$ cat src/rtl/asrv32_clint.sv
// Core-local interruptor: memory-mapped msip, mtimecmp and a prescaled 64-bit mtime,
// with sync pulses that keep the core's private mtime/mtimecmp copies up to date.
module asrv32_clint #(
  parameter logic [31:0] BASE_ADDR = 32'h8000_0000,
  parameter int unsigned PRESCALE  = 1
) (
  input  logic        i_clk,
  input  logic        i_rst,
  input  logic [31:0] i_addr,
  input  logic [31:0] i_wr_data,
  input  logic [3:0]  i_wr_mask,
  input  logic        i_wr_en,
  input  logic        i_rd_en,
  output logic [31:0] o_rd_data,
  output logic        o_rd_valid,
  output logic        o_mtime_wr,
  output logic [63:0] o_mtime_din,
  output logic        o_mtimecmp_wr,
  output logic [63:0] o_mtimecmp_din,
  output logic        o_software_interrupt,
  output logic        o_timer_pending
);

  localparam logic [15:0] PRE_MAX = 16'(PRESCALE - 1);

  logic [63:0] mtime;
  logic [63:0] mtimecmp;
  logic        msip;
  logic [15:0] pre_cnt;

  logic        sel;
  logic [2:0]  offset;
  logic        rd_hit;
  logic        wr_hit;
  logic [31:0] byte_mask;
  logic [31:0] cur_word;
  logic [31:0] merged_word;
  logic        msip_we;
  logic        mtimecmp_we;
  logic        mtime_we;
  logic [63:0] mtime_next;
  logic [63:0] mtimecmp_next;
  logic [15:0] pre_cnt_next;
  logic        unused_addr_bits;

  assign sel              = (i_addr[31:5] == BASE_ADDR[31:5]);
  assign offset           = i_addr[4:2];
  assign unused_addr_bits = ^i_addr[1:0];

  // Requests are single-cycle strobes with no back-pressure; a selected read is
  // answered by o_rd_valid exactly one cycle later, and o_rd_data holds otherwise.
  assign rd_hit = sel & i_rd_en;
  assign wr_hit = sel & i_wr_en & (|i_wr_mask);

  assign byte_mask = {{8{i_wr_mask[3]}}, {8{i_wr_mask[2]}},
                      {8{i_wr_mask[1]}}, {8{i_wr_mask[0]}}};

  always_comb begin
    cur_word = '0;
    case (offset)
      3'd0:    cur_word = {31'd0, msip};
      3'd2:    cur_word = mtimecmp[31:0];
      3'd3:    cur_word = mtimecmp[63:32];
      3'd4:    cur_word = mtime[31:0];
      3'd5:    cur_word = mtime[63:32];
      default: cur_word = '0;
    endcase
  end

  assign merged_word = (cur_word & ~byte_mask) | (i_wr_data & byte_mask);
  assign msip_we     = wr_hit & (offset == 3'd0);
  assign mtimecmp_we = wr_hit & ((offset == 3'd2) | (offset == 3'd3));
  assign mtime_we    = wr_hit & ((offset == 3'd4) | (offset == 3'd5));

  // A software write to mtime wins over the tick and restarts the prescaler.
  always_comb begin
    mtime_next   = mtime;
    pre_cnt_next = pre_cnt;
    if (mtime_we) begin
      pre_cnt_next = '0;
      if (offset[0]) mtime_next = {merged_word, mtime[31:0]};
      else           mtime_next = {mtime[63:32], merged_word};
    end else if (pre_cnt == PRE_MAX) begin
      pre_cnt_next = '0;
      mtime_next   = mtime + 64'd1;
    end else begin
      pre_cnt_next = pre_cnt + 16'd1;
    end
  end

  always_comb begin
    mtimecmp_next = mtimecmp;
    if (mtimecmp_we) begin
      if (offset[0]) mtimecmp_next = {merged_word, mtimecmp[31:0]};
      else           mtimecmp_next = {mtimecmp[63:32], merged_word};
    end
  end

  always_ff @(posedge i_clk) begin
    if (i_rst) begin
      mtime           <= '0;
      pre_cnt         <= '0;
      mtimecmp        <= '1;
      msip            <= 1'b0;
      o_rd_data       <= '0;
      o_rd_valid      <= 1'b0;
      o_mtime_wr      <= 1'b0;
      o_mtime_din     <= '0;
      o_mtimecmp_wr   <= 1'b0;
      o_mtimecmp_din  <= '1;
      o_timer_pending <= 1'b0;
    end else begin
      mtime         <= mtime_next;
      pre_cnt       <= pre_cnt_next;
      mtimecmp      <= mtimecmp_next;
      if (msip_we) msip <= merged_word[0];
      o_rd_valid    <= rd_hit;
      if (rd_hit) o_rd_data <= cur_word;
      o_mtime_wr    <= mtime_we;
      if (mtime_we) o_mtime_din <= mtime_next;
      o_mtimecmp_wr <= mtimecmp_we;
      if (mtimecmp_we) o_mtimecmp_din <= mtimecmp_next;
      o_timer_pending <= (mtime_next >= mtimecmp_next);
    end
  end

  assign o_software_interrupt = msip;

endmodule
$ cat config.mk
export PLATFORM = sky130hd
export DESIGN_NAME = asrv32_clint
export DESIGN_NICKNAME = d
export VERILOG_FILES = /design/src/rtl/asrv32_clint.sv
export SDC_FILE = /design/constraint.sdc
export NUM_CORES = 1
export LEC_CHECK = 0
export BUFFER_PORTS_ARGS = -buffer_cell sky130_fd_sc_hd__buf_2
export CAP_MARGIN = 20
export CORE_ASPECT_RATIO = 0.6
export CORE_MARGIN = 2
export CORE_UTILIZATION = 35
export CTS_CLUSTER_DIAMETER = 150
export DETAILED_ROUTE_END_ITERATION = 10
export PLACE_DENSITY = 0.5
export SKIP_LAST_GASP = 1
export SLEW_MARGIN = 25
export SYNTH_ARGS = -nofsm -noshare
export SYNTH_HDL_FRONTEND = slang
export SYNTH_SLANG_ARGS = --single-unit
export TNS_END_PERCENT = 30
$ cat constraint.sdc
create_clock -name i_clk -period 6.15 [get_ports i_clk]
set_clock_uncertainty 0.05 [all_clocks]
set_input_delay 1.23 -clock i_clk [delete_from_list [all_inputs] [get_ports i_clk]]
set_output_delay 1.23 -clock i_clk [all_outputs]
set_load 0.1 [all_outputs]
==> impl_metrics.csv <==
group,metric,value,unit
run_status,run_status,"finished, final reports clean",
layout,drive_gt1_share,18.1,%
worst_hold_path,hold_path_class,"flip-flop to flip-flop",
yosys,yosys.cell_types.count,72,
worst_setup_path,cp.arrival,5.94,ns
clock_network,postCtsSetupRepairBufs,0,
sta,slew_headroom,37.9,%
floorplan,die_w,282,µm
worst_setup_path,reg2reg_slack,0.55,ns
global_route,grt_max_degree,98,
layout,post-route-util,42.7,%
layout,area_growth,19.3,%
floorplan,io_pins,237,
yosys,async_flop_share,0,%
worst_setup_path,reg2reg_from,"pre_cnt[0]",
sta,rsz0062_at_grt,"false",
floorplan,initial_utilization,35.8,%
worst_setup_path,critical_path_required,6.48,ns
floorplan,core,45300,µm²
worst_hold_path,worstHoldPathCells,2,
place,io_buffers,234,
drt,initialDrtViolationCount,1578,
floorplan,die_h,171,µm
worst_setup_path,r2r_cells,16,
yosys,netlist_instances,2039,
global_route,grt_pass1_wl,100000,µm
yosys,ys_warn_count,0,
yosys,synthTopCellsByArea,"dfxtp_1, a21oi_1, nand2_1",
layout,num_antenna_cells,0,
clock_network,root_buffer,"clkbuf_16",
drt,drc_errors,0,
clock_network,cts_resized,0,
yosys,avgSynthCellArea,7.94,µm²
global_route,antenna_found_initial,1,
clock_network,ctsLongestPathBuffers,3,
clock_network,cts_sinks,309,
drt,finalWirelength,67900,µm
yosys,ys_ff_latch,309,
layout,nFillCells,4666,
yosys,yosysTopAreaCell,"dfxtp_1",
sta,period_share,91.1,%
clock_network,ctsHoldBuffers,0,
drt,vias,16400,
worst_setup_path,r2r_end,"o_timer_pending",
sta,setup_viol,0,
floorplan,rows,60,
yosys,synth_common_cells,"dfxtp_1, nand2_1, a21oi_1",
worst_setup_path,crit_fanout,8,
worst_setup_path,path_class,"flip-flop to flip-flop",
clock_network,clk_latency,0.54,ns
sta,final-hold-violation-count,0,
layout,nets,2372,
clock_network,clk_pin_slew_worst_paths,0.07,ns
worst_setup_path,cp-end-kind,"flip-flop",
yosys,synth_top_area_share,38.2,%
sta,fin_crit,5.60,ns
yosys,synth-main-ff-cell,"dfxtp_1",
sta,fin_tns_setup,0,ns
clock_network,htreeDepth,2,
worst_hold_path,min_delay_worst_endpoint,"o_mtime_din[13]",
sta,slew_violations,0,
drt,drt_first_pass_iters,6,
power,p_leak,8.10,nW
drt,wire_per_inst,23.6,µm
yosys,syn_nets,2178,
job,maxCapViolations,0,
clock_network,cts_tree,"yes",
place,gp_congestion,1.05,
yosys,synth-edff-count,0,
place,post-dp-hpwl,50600,µm
sta,tightest_slew,0.906,ns
drt,postRouteAntennaNets,0,
worst_setup_path,cp-start-kind,"flip-flop",
power,vdd_drop_max,0.138,mV
floorplan,die_area,48100,µm²
worst_hold_path,min_from,"o_mtime_din[13]",
yosys,ys_seq_area_share,38.2,%
yosys,netlist_area,16200,µm²
global_route,grt_remaining_overflow,0,
sta,max_freq,178,MHz
yosys,yosysMostFrequentCell,"dfxtp_1",
power,power.density,227,nW/µm²
global_route,grt_pass1_vias,15500,
global_route,groute.usage.overall,27.8,%
drt,vias_per_cell,5.72,
clock_network,cts_buffers,34,
placed cells by master, fill, tap and decap left out, drive strengths merged, types with 10 or more instances in the layout:
cell / n
a211oi: 57
a21o: 11
a21oi: 251
a221o: 11
a221oi: 12
a31oi: 10
and2: 41
and3: 19
and4: 12
buf: 308
clkbuf: 48
dfxtp: 309
ha: 67
inv: 20
mux2: 10
mux2i: 95
nand2: 273
nand3: 52
nand4: 29
nor2: 225
nor3: 58
nor4: 22
o211ai: 55
o21ai: 79
o22ai: 29
or2: 13
or4: 12
final cells by class:
| type | instances | area (µm²) | share of cell area, % |
|---|---|---|---|
| Clock buffer | 48 | 995 | 5.15 |
| Tap cell | 620 | 776 | 4.02 |
| Sequential cell | 309 | 6190 | 32.0 |
| Clock inverter | 8 | 96.3 | 0.499 |
| Multi-Input combinational cell | 1560 | 9400 | 48.7 |
| Timing Repair Buffer | 308 | 1790 | 9.26 |
| Inverter | 20 | 76.3 | 0.395 |
worst max path at each step:
stage,startpoint,endpoint,slack (ns),depth (start not counted)
2_1_floorplan,i_addr[14],o_timer_pending,1.10,16
3_3_place_gp,i_addr[6],o_timer_pending,0.41,18
3_5_place_dp,i_addr[14],o_timer_pending,0.45,17
4_1_cts,pre_cnt[0],o_timer_pending,0.75,16
5_1_grt,pre_cnt[0],o_timer_pending,0.09,16
6_report,pre_cnt[0],o_timer_pending,0.55,16
power breakdown:
group | internal, W | switching (W) | leakage (nW)
clock network | 0.00121 | 0.000889 | 0.537
registers | 0.00200 | 0.00000269 | 2.49
logic | 0.0000843 | 0.000201 | 5.07
total | 0.00329 | 0.00109 | 8.10
per-layer routing:
metal	track usage [%]	wire (µm)	up-vias
li1	-	-	7798
met1	39.8	31700	7950
met2	42.7	29600	599
met3	4.67	4730	80
met4	8.23	1860	0
met5	0	0	-
state kept, by name (all words and copies together) (netlist names):
signal	count
mtime	64
mtimecmp	64
o_mtime_din	64
o_mtime_wr	1
o_mtimecmp_din	64
o_mtimecmp_wr	1
o_rd_data	32
o_rd_valid	1
o_software_interrupt	1
o_timer_pending	1
pre_cnt	16
stage by stage:
stage	std cells	worst slack [ns]	hold slack (ns)	total power [W]	instance area, µm²
final	2873	0.546	0.399	0.00439	19300
after global routing	2873	0.0908	0.416	0.00453	19300
after CTS	2873	0.747	0.400	0.00443	19300
after detailed placement	2817	0.452	0.393	0.00233	18200
after global placement	2817	0.413	0.390	0.00233	18200
after floorplan	2039	1.10	0.392	0.00220	16200
critical path, cell delays in order (launching register included):
cell,delay [ns]
dfxtp_1,0.34
inv_1,0.07
ha_1,0.14
nor4b_1,0.51
nand3_1,0.58
nor3_2,0.73
nand4_1,0.45
nor4b_1,0.56
a211oi_1,0.09
ha_1,0.33
a21o_1,0.18
a21o_1,0.17
a21oi_1,0.19
o211ai_1,0.21
a211o_1,0.36
a2111oi_0,0.30
nor2_1,0.17
cells by family (layout without fill, tap and decap cells):
group	Yosys count	in the layout	share of synthesized area (%)
buffers and inverters	170	384	4.01
and+or+nand+nor	789	789	22.8
muxes	105	105	6.57
DFF	309	309	38.2
adders and majority gates	67	67	5.18
AOI/OAI and AO/OA	583	583	22.4
xor gates and xnor gates	16	16	0.865
No activity file was read; power rests on OpenSTA's default activity.
